<file path="config.mk">
export PLATFORM = sky130hd
export DESIGN_NAME = kp_scan
export DESIGN_NICKNAME = d
export VERILOG_FILES = /design/src/rtl/kp_pkg.sv /design/src/rtl/kp_tick.sv /design/src/rtl/kp_scan.sv
export SDC_FILE = /design/constraint.sdc
export NUM_CORES = 1
export LEC_CHECK = 0
export CAP_MARGIN = 0
export CORE_AREA = 2 2 82 84
export DETAILED_ROUTE_END_ITERATION = 6
export DIE_AREA = 0 0 84 86
export HOLD_SLACK_MARGIN = 0.15
export PLACE_DENSITY = 0.62
export SYNTH_ARGS = -nofsm -noshare
export SYNTH_HDL_FRONTEND = slang
export SYNTH_SLANG_ARGS = --single-unit
</file>
<file path="constraint.sdc">
create_clock -name clk -period 4.61 [get_ports clk]
set_clock_uncertainty 0.1 [all_clocks]
set_input_delay 1.1525 -clock clk [delete_from_list [all_inputs] [get_ports clk]]
set_output_delay 1.1525 -clock clk [all_outputs]
set_load 0.01 [all_outputs]
</file>
<file path="src/rtl/kp_pkg.sv">
// rtl/kp_pkg.sv - shared types, constants and row-priority helper for the keypad scanner
package kp_pkg;

  typedef enum logic [1:0] {SCAN, DEB, HELD} kp_state_t;

  typedef logic [3:0] key_code_t;

  localparam logic [3:0] COL_RESET = 4'b1110;

  // Lowest-index active-low row wins when several rows are pulled down at once.
  function automatic logic [1:0] low_row(input logic [3:0] r);
    if (!r[0]) return 2'd0;
    else if (!r[1]) return 2'd1;
    else if (!r[2]) return 2'd2;
    else return 2'd3;
  endfunction

endpackage

</file>
<file path="src/rtl/kp_tick.sv">
// rtl/kp_tick.sv - free-running divider, one-clk tick every N clks
module kp_tick #(
  parameter int N = 10000
) (
  input  logic clk,
  input  logic rst,
  output logic tick
);

  localparam int W = (N > 1) ? $clog2(N) : 1;
  localparam logic [W-1:0] LAST = W'(N - 1);

  logic [W-1:0] cnt;

  always_ff @(posedge clk or posedge rst) begin
    if (rst) cnt <= '0;
    else if (cnt == LAST) cnt <= '0;
    else cnt <= cnt + W'(1);
  end

  assign tick = (cnt == LAST);

endmodule

</file>
<file path="src/rtl/kp_scan.sv">
// rtl/kp_scan.sv - 4x4 matrix keypad scanner with press/release debounce
module kp_scan #(
  parameter int N   = 10000,
  parameter int DEB = 4
) (
  input  logic       clk,
  input  logic       rst,
  input  logic [4:1] row,
  output logic [4:1] col,
  output logic [3:0] key,
  output logic       key_vld,
  output logic       key_held
);
  import kp_pkg::*;

  localparam int CW = (DEB > 0) ? $clog2(DEB + 1) : 1;
  localparam logic [CW-1:0] DEB_C = CW'(DEB);

  logic            tick;
  logic [3:0]      rs_meta;
  logic [3:0]      rs;
  kp_state_t       state;
  logic [1:0]      r;
  logic [1:0]      col_idx;
  logic [CW-1:0]   cnt;
  logic [CW-1:0]   rcnt;
  key_code_t       scan_code;

  kp_tick #(.N(N)) u_tick (
    .clk  (clk),
    .rst  (rst),
    .tick (tick)
  );

  // rs bit i mirrors row[i+1] so the row index can address it directly.
  always_ff @(posedge clk or posedge rst) begin
    if (rst) begin
      rs_meta <= 4'b1111;
      rs      <= 4'b1111;
    end else begin
      rs_meta <= row;
      rs      <= rs_meta;
    end
  end

  assign scan_code = {low_row(rs), col_idx};

  always_ff @(posedge clk or posedge rst) begin
    if (rst) begin
      state    <= SCAN;
      col      <= COL_RESET;
      col_idx  <= 2'd0;
      r        <= 2'd0;
      cnt      <= '0;
      rcnt     <= '0;
      key      <= 4'd0;
      key_vld  <= 1'b0;
      key_held <= 1'b0;
    end else begin
      key_vld <= 1'b0;
      if (tick) begin
        case (state)
          SCAN: begin
            if (rs != 4'b1111) begin
              r <= low_row(rs);
              if (DEB == 1) begin
                state    <= HELD;
                cnt      <= DEB_C;
                rcnt     <= '0;
                key      <= scan_code;
                key_vld  <= 1'b1;
                key_held <= 1'b1;
              end else begin
                state <= kp_pkg::DEB;
                cnt   <= CW'(1);
              end
            end else begin
              col     <= {col[3:1], col[4]};
              col_idx <= col_idx + 2'd1;
            end
          end
          kp_pkg::DEB: begin
            if (!rs[r]) begin
              if (cnt + CW'(1) == DEB_C) begin
                state    <= HELD;
                cnt      <= DEB_C;
                rcnt     <= '0;
                key      <= {r, col_idx};
                key_vld  <= 1'b1;
                key_held <= 1'b1;
              end else if (cnt != DEB_C) begin
                cnt <= cnt + CW'(1);
              end
            end else begin
              // Bounce: drop the candidate, leave the reported key alone.
              state   <= SCAN;
              cnt     <= '0;
              col     <= {col[3:1], col[4]};
              col_idx <= col_idx + 2'd1;
            end
          end
          HELD: begin
            if (rs[r]) begin
              if (rcnt + CW'(1) == DEB_C) begin
                state    <= SCAN;
                cnt      <= '0;
                rcnt     <= '0;
                key_held <= 1'b0;
                col      <= {col[3:1], col[4]};
                col_idx  <= col_idx + 2'd1;
              end else if (rcnt != DEB_C) begin
                rcnt <= rcnt + CW'(1);
              end
            end else begin
              rcnt <= '0;
            end
          end
          default: state <= SCAN;
        endcase
      end
    end
  end

endmodule

</file>
==> summary.txt <==
Placed design
  • RD Place Congestion: ~0.8
  • Placed cells: 273
  • DP Wirelength: between 2000 and 3000 microns
  • DP Worst Slack: between 2 and 2.5 ns
  • Port bufs: 15

Timing
  • Final period util: 56.9%
  • Pins Over Slew Limit: 0
  • Max_slew headroom: 53.8%
  • TNS Setup: 0 ns
  • Post-layout minimum cycle time: between 2 and 3 ns
  • Worst Max-Slew Pin Slew: 0.693 ns
  • RSZ-0062 raised after global routing: no
  • Fin worst setup slack: 1.99 ns
  • Final setup violation count: 0
  • Achievable Freq: 0.382 GHz
  • Final hold slack: 0.260 ns
  • Final-report hold violation count: 0

Clock network
  • Clk sink count: 44
  • # hold bufs at CTS: 0
  • Root buf cell: clkbuf_8
  • Clk pin slew, worst setup/hold paths: approximately 0.09 ns
  • CTS tree: built
  • CTS Buf Count: 5
  • CTS resizes: 0
  • CTS Buffer Depth: 2
  • Clock latency on the worst-skew pair: 0.30 ns
  • Htree depth: 2
  • Post-CTS setup buffers: 0

GRT
  • Initial antenna violation count: 0
  • Grt total ovfl: 0
  • Gr busiest metal: met2
  • Largest net degree at the start of global routing: between 40 and 50
  • Vias in the first global route: 1400
  • Global Route met2 Usage: 17.2%
  • M1 GR Usage: between 15 and 20%
  • First-pass GRT wire length: 6650 microns
  • Total track usage: 11.4%
  • Met3 Use GR: 2.31%

Cells and area
  • Ratio of cells with drive above 1 in the final layout: 12.7%
  • Layout Cells excl Fill: 281
  • Net count reported at finish: 222
  • Commonest non-fill, non-tap cells in the layout: dfrtp_1 (33), inv_1 (17), clkdlybuf4s50_1 (15), ha_1 (13)
  • Antenna cells: 0
  • Final core utilization: 40.1%
  • Synth-to-layout area growth: 16.6%
  • Commonest non-fill, non-tap cell in the layout: dfrtp_1

Worst setup path
  • Crit path largest cell delay: 0.54 ns
  • Worst path bufs/invs: 1
  • Startpoint type of the worst setup path: register
  • CP Cell Sequence: clkdlybuf4s50_1
  • Critical Path RT: 3.36 ns
  • Slowest cell on crit path: dfstp_2
  • Crit path max-delay family: flip-flops
  • Crit-path max FO: 3
  • Critical Path Sink Type: output pin
  • Data arrival, critical path: 1.37 ns
  • Critical setup path kind: reg -> out

Power
  • Leakage: 1.13 nW
  • Pwr Density: 288 nW/um^2
  • Worst vdd ir: 184 uV

Logic synthesis
  • Netlist Area Pre-Place: 2160 sq um
  • Post-synth top area share: 38.3%
  • Post-synthesis sequential element count: 44
  • Ranking of synthesized cells by area: dfrtp_1 (38%), dfstp_2 (13%), ha_1 (7.5%), mux2_1 (4.7%), mux2i_1 (3.2%)
  • Sequential area share after synthesis: 51.7%
  • Synth area leader: dfrtp_1
  • Synth cell types: 37
  • Mapped Cells: 184
  • Post-synth EDFFs: 0
  • Ys flop type: dfrtp_1
  • Synthesized net count: ~200
  • Yosys warns: 0
  • Avg Synthesized Cell Area: 11.7 sq um
  • Post-synth ARST share: 100%

Run
  • # Max-Cap Violations: 0

Min path
  • Hold Crit Class: reg -> reg

Route
  • WL final: 3690 microns
  • Via count: 1382
  • Antenna-violating nets left: 0
  • Residual DRC count: 0
  • DRT iter0 DRCs: 83
  • Vias per Instance: 4.92
  • Per-cell routed wire length: 13.1 microns
  • Initial DRT Pass Iterations: 4

Floorplanning
  • Die Wd: about 84 microns
  • Die area: slightly above 7000 sq um
  • Core area: 6280 sq um
  • IO Count: 16
  • Rows: 29
  • Starting density of the core: 34.4%
  • Chip height: ~86 microns

Outcome
  • Status: finished clean
registers in the layout (all words and copies together), names as in the netlist:
name / flops
cnt: 3
col: 4
col_idx: 2
key: 4
key_held: 1
key_vld: 1
r: 2
rcnt: 3
rs: 4
rs_meta: 4
state: 2
u_tick.cnt: 14
worst register-to-register path, delay by kind of cell (launching register included):
kind | cells | cell delay, ns
and+or+nand+nor | 3 | 1.21
DFF | 1 | 0.39
muxes | 1 | 0.39
adders and majority gates | 1 | 0.25
per-layer routing:
metal,wire length (microns),share of wire (%),up-vias
li1,-,-,685
met1,1880,51,687
met2,1710,46,8
met3,77,2.1,2
met4,16,0.43,0
met5,0,0,-
synthesized netlist by cell type (2+ instances only):
| library cell | count |
|---|---|
| a21oi_1 | 4 |
| a32o_1 | 2 |
| a41oi_1 | 3 |
| and2_1 | 2 |
| and3_1 | 9 |
| and4_1 | 5 |
| buf_2 | 2 |
| clkbuf_1 | 2 |
| dfrtp_1 | 33 |
| dfstp_2 | 11 |
| ha_1 | 13 |
| inv_1 | 18 |
| mux2_1 | 9 |
| mux2i_1 | 7 |
| nand2_1 | 6 |
| nand2b_1 | 2 |
| nand3_1 | 6 |
| nand4_1 | 7 |
| nand4_2 | 2 |
| nor2_1 | 11 |
| nor2b_1 | 2 |
| xnor2_1 | 7 |
| xor2_1 | 7 |
area by class of cell:
class                   instances  area, sq um
clock buffers                   6         82.6
clock inverters                 2         38.8
fillers                       597         3760
inverters                      18         67.6
multi-input cells             118          957
flip-flops and latches         44         1110
well taps                      77         96.3
repair buffers                 16          158
kinds of logic (layout without fill, tap and decap cells):
logic type,count (synthesis),count (layout),share of synthesized area [%]
DFF,44,44,51.7
adders and majority gates,13,13,7.54
and+or+nand+nor,57,57,15.7
muxes,17,17,8.99
AOI/OAI and AO/OA,17,17,6.50
xor gates and xnor gates,14,14,5.68
buffers and inverters,22,42,3.94
per-stage QoR:
| stage | power, mW | area (sq um) |
|---|---|---|
| finish | 0.724 | 2510 |
| CTS | 0.733 | 2510 |
| detailed placement | 0.419 | 2390 |
| global route | 0.752 | 2510 |
| global placement | 0.419 | 2390 |
| floorplan | 0.410 | 2160 |
worst paths after layout:
kind	from	to	slack [ns]	depth (start not counted)
max in group asynchronous	rst	rs[2]$_DFF_PP1_	2.84	3
min	rs_meta[0]$_DFF_PP1_	rs[0]$_DFF_PP1_	0.26	0
min in group asynchronous	rst	col[1]$_DFFE_PP0P_	1.18	3
max reg2reg	u_tick.cnt[0]$_DFF_PP0_	key[1]$_DFFE_PP0P_	2.17	5
max	col[3]$_DFFE_PP1P_	col[3]	1.99	1
min reg2reg	rs_meta[0]$_DFF_PP1_	rs[0]$_DFF_PP1_	0.26	0
report_power, final:
| group | internal (mW) | switching [mW] |
|---|---|---|
| Sequential | 0.392 | 0.00241 |
| Clock | 0.177 | 0.136 |
| Combinational | 0.00605 | 0.00997 |
| Total | 0.576 | 0.149 |
Note: power is estimated with default switching activity, not from simulation.
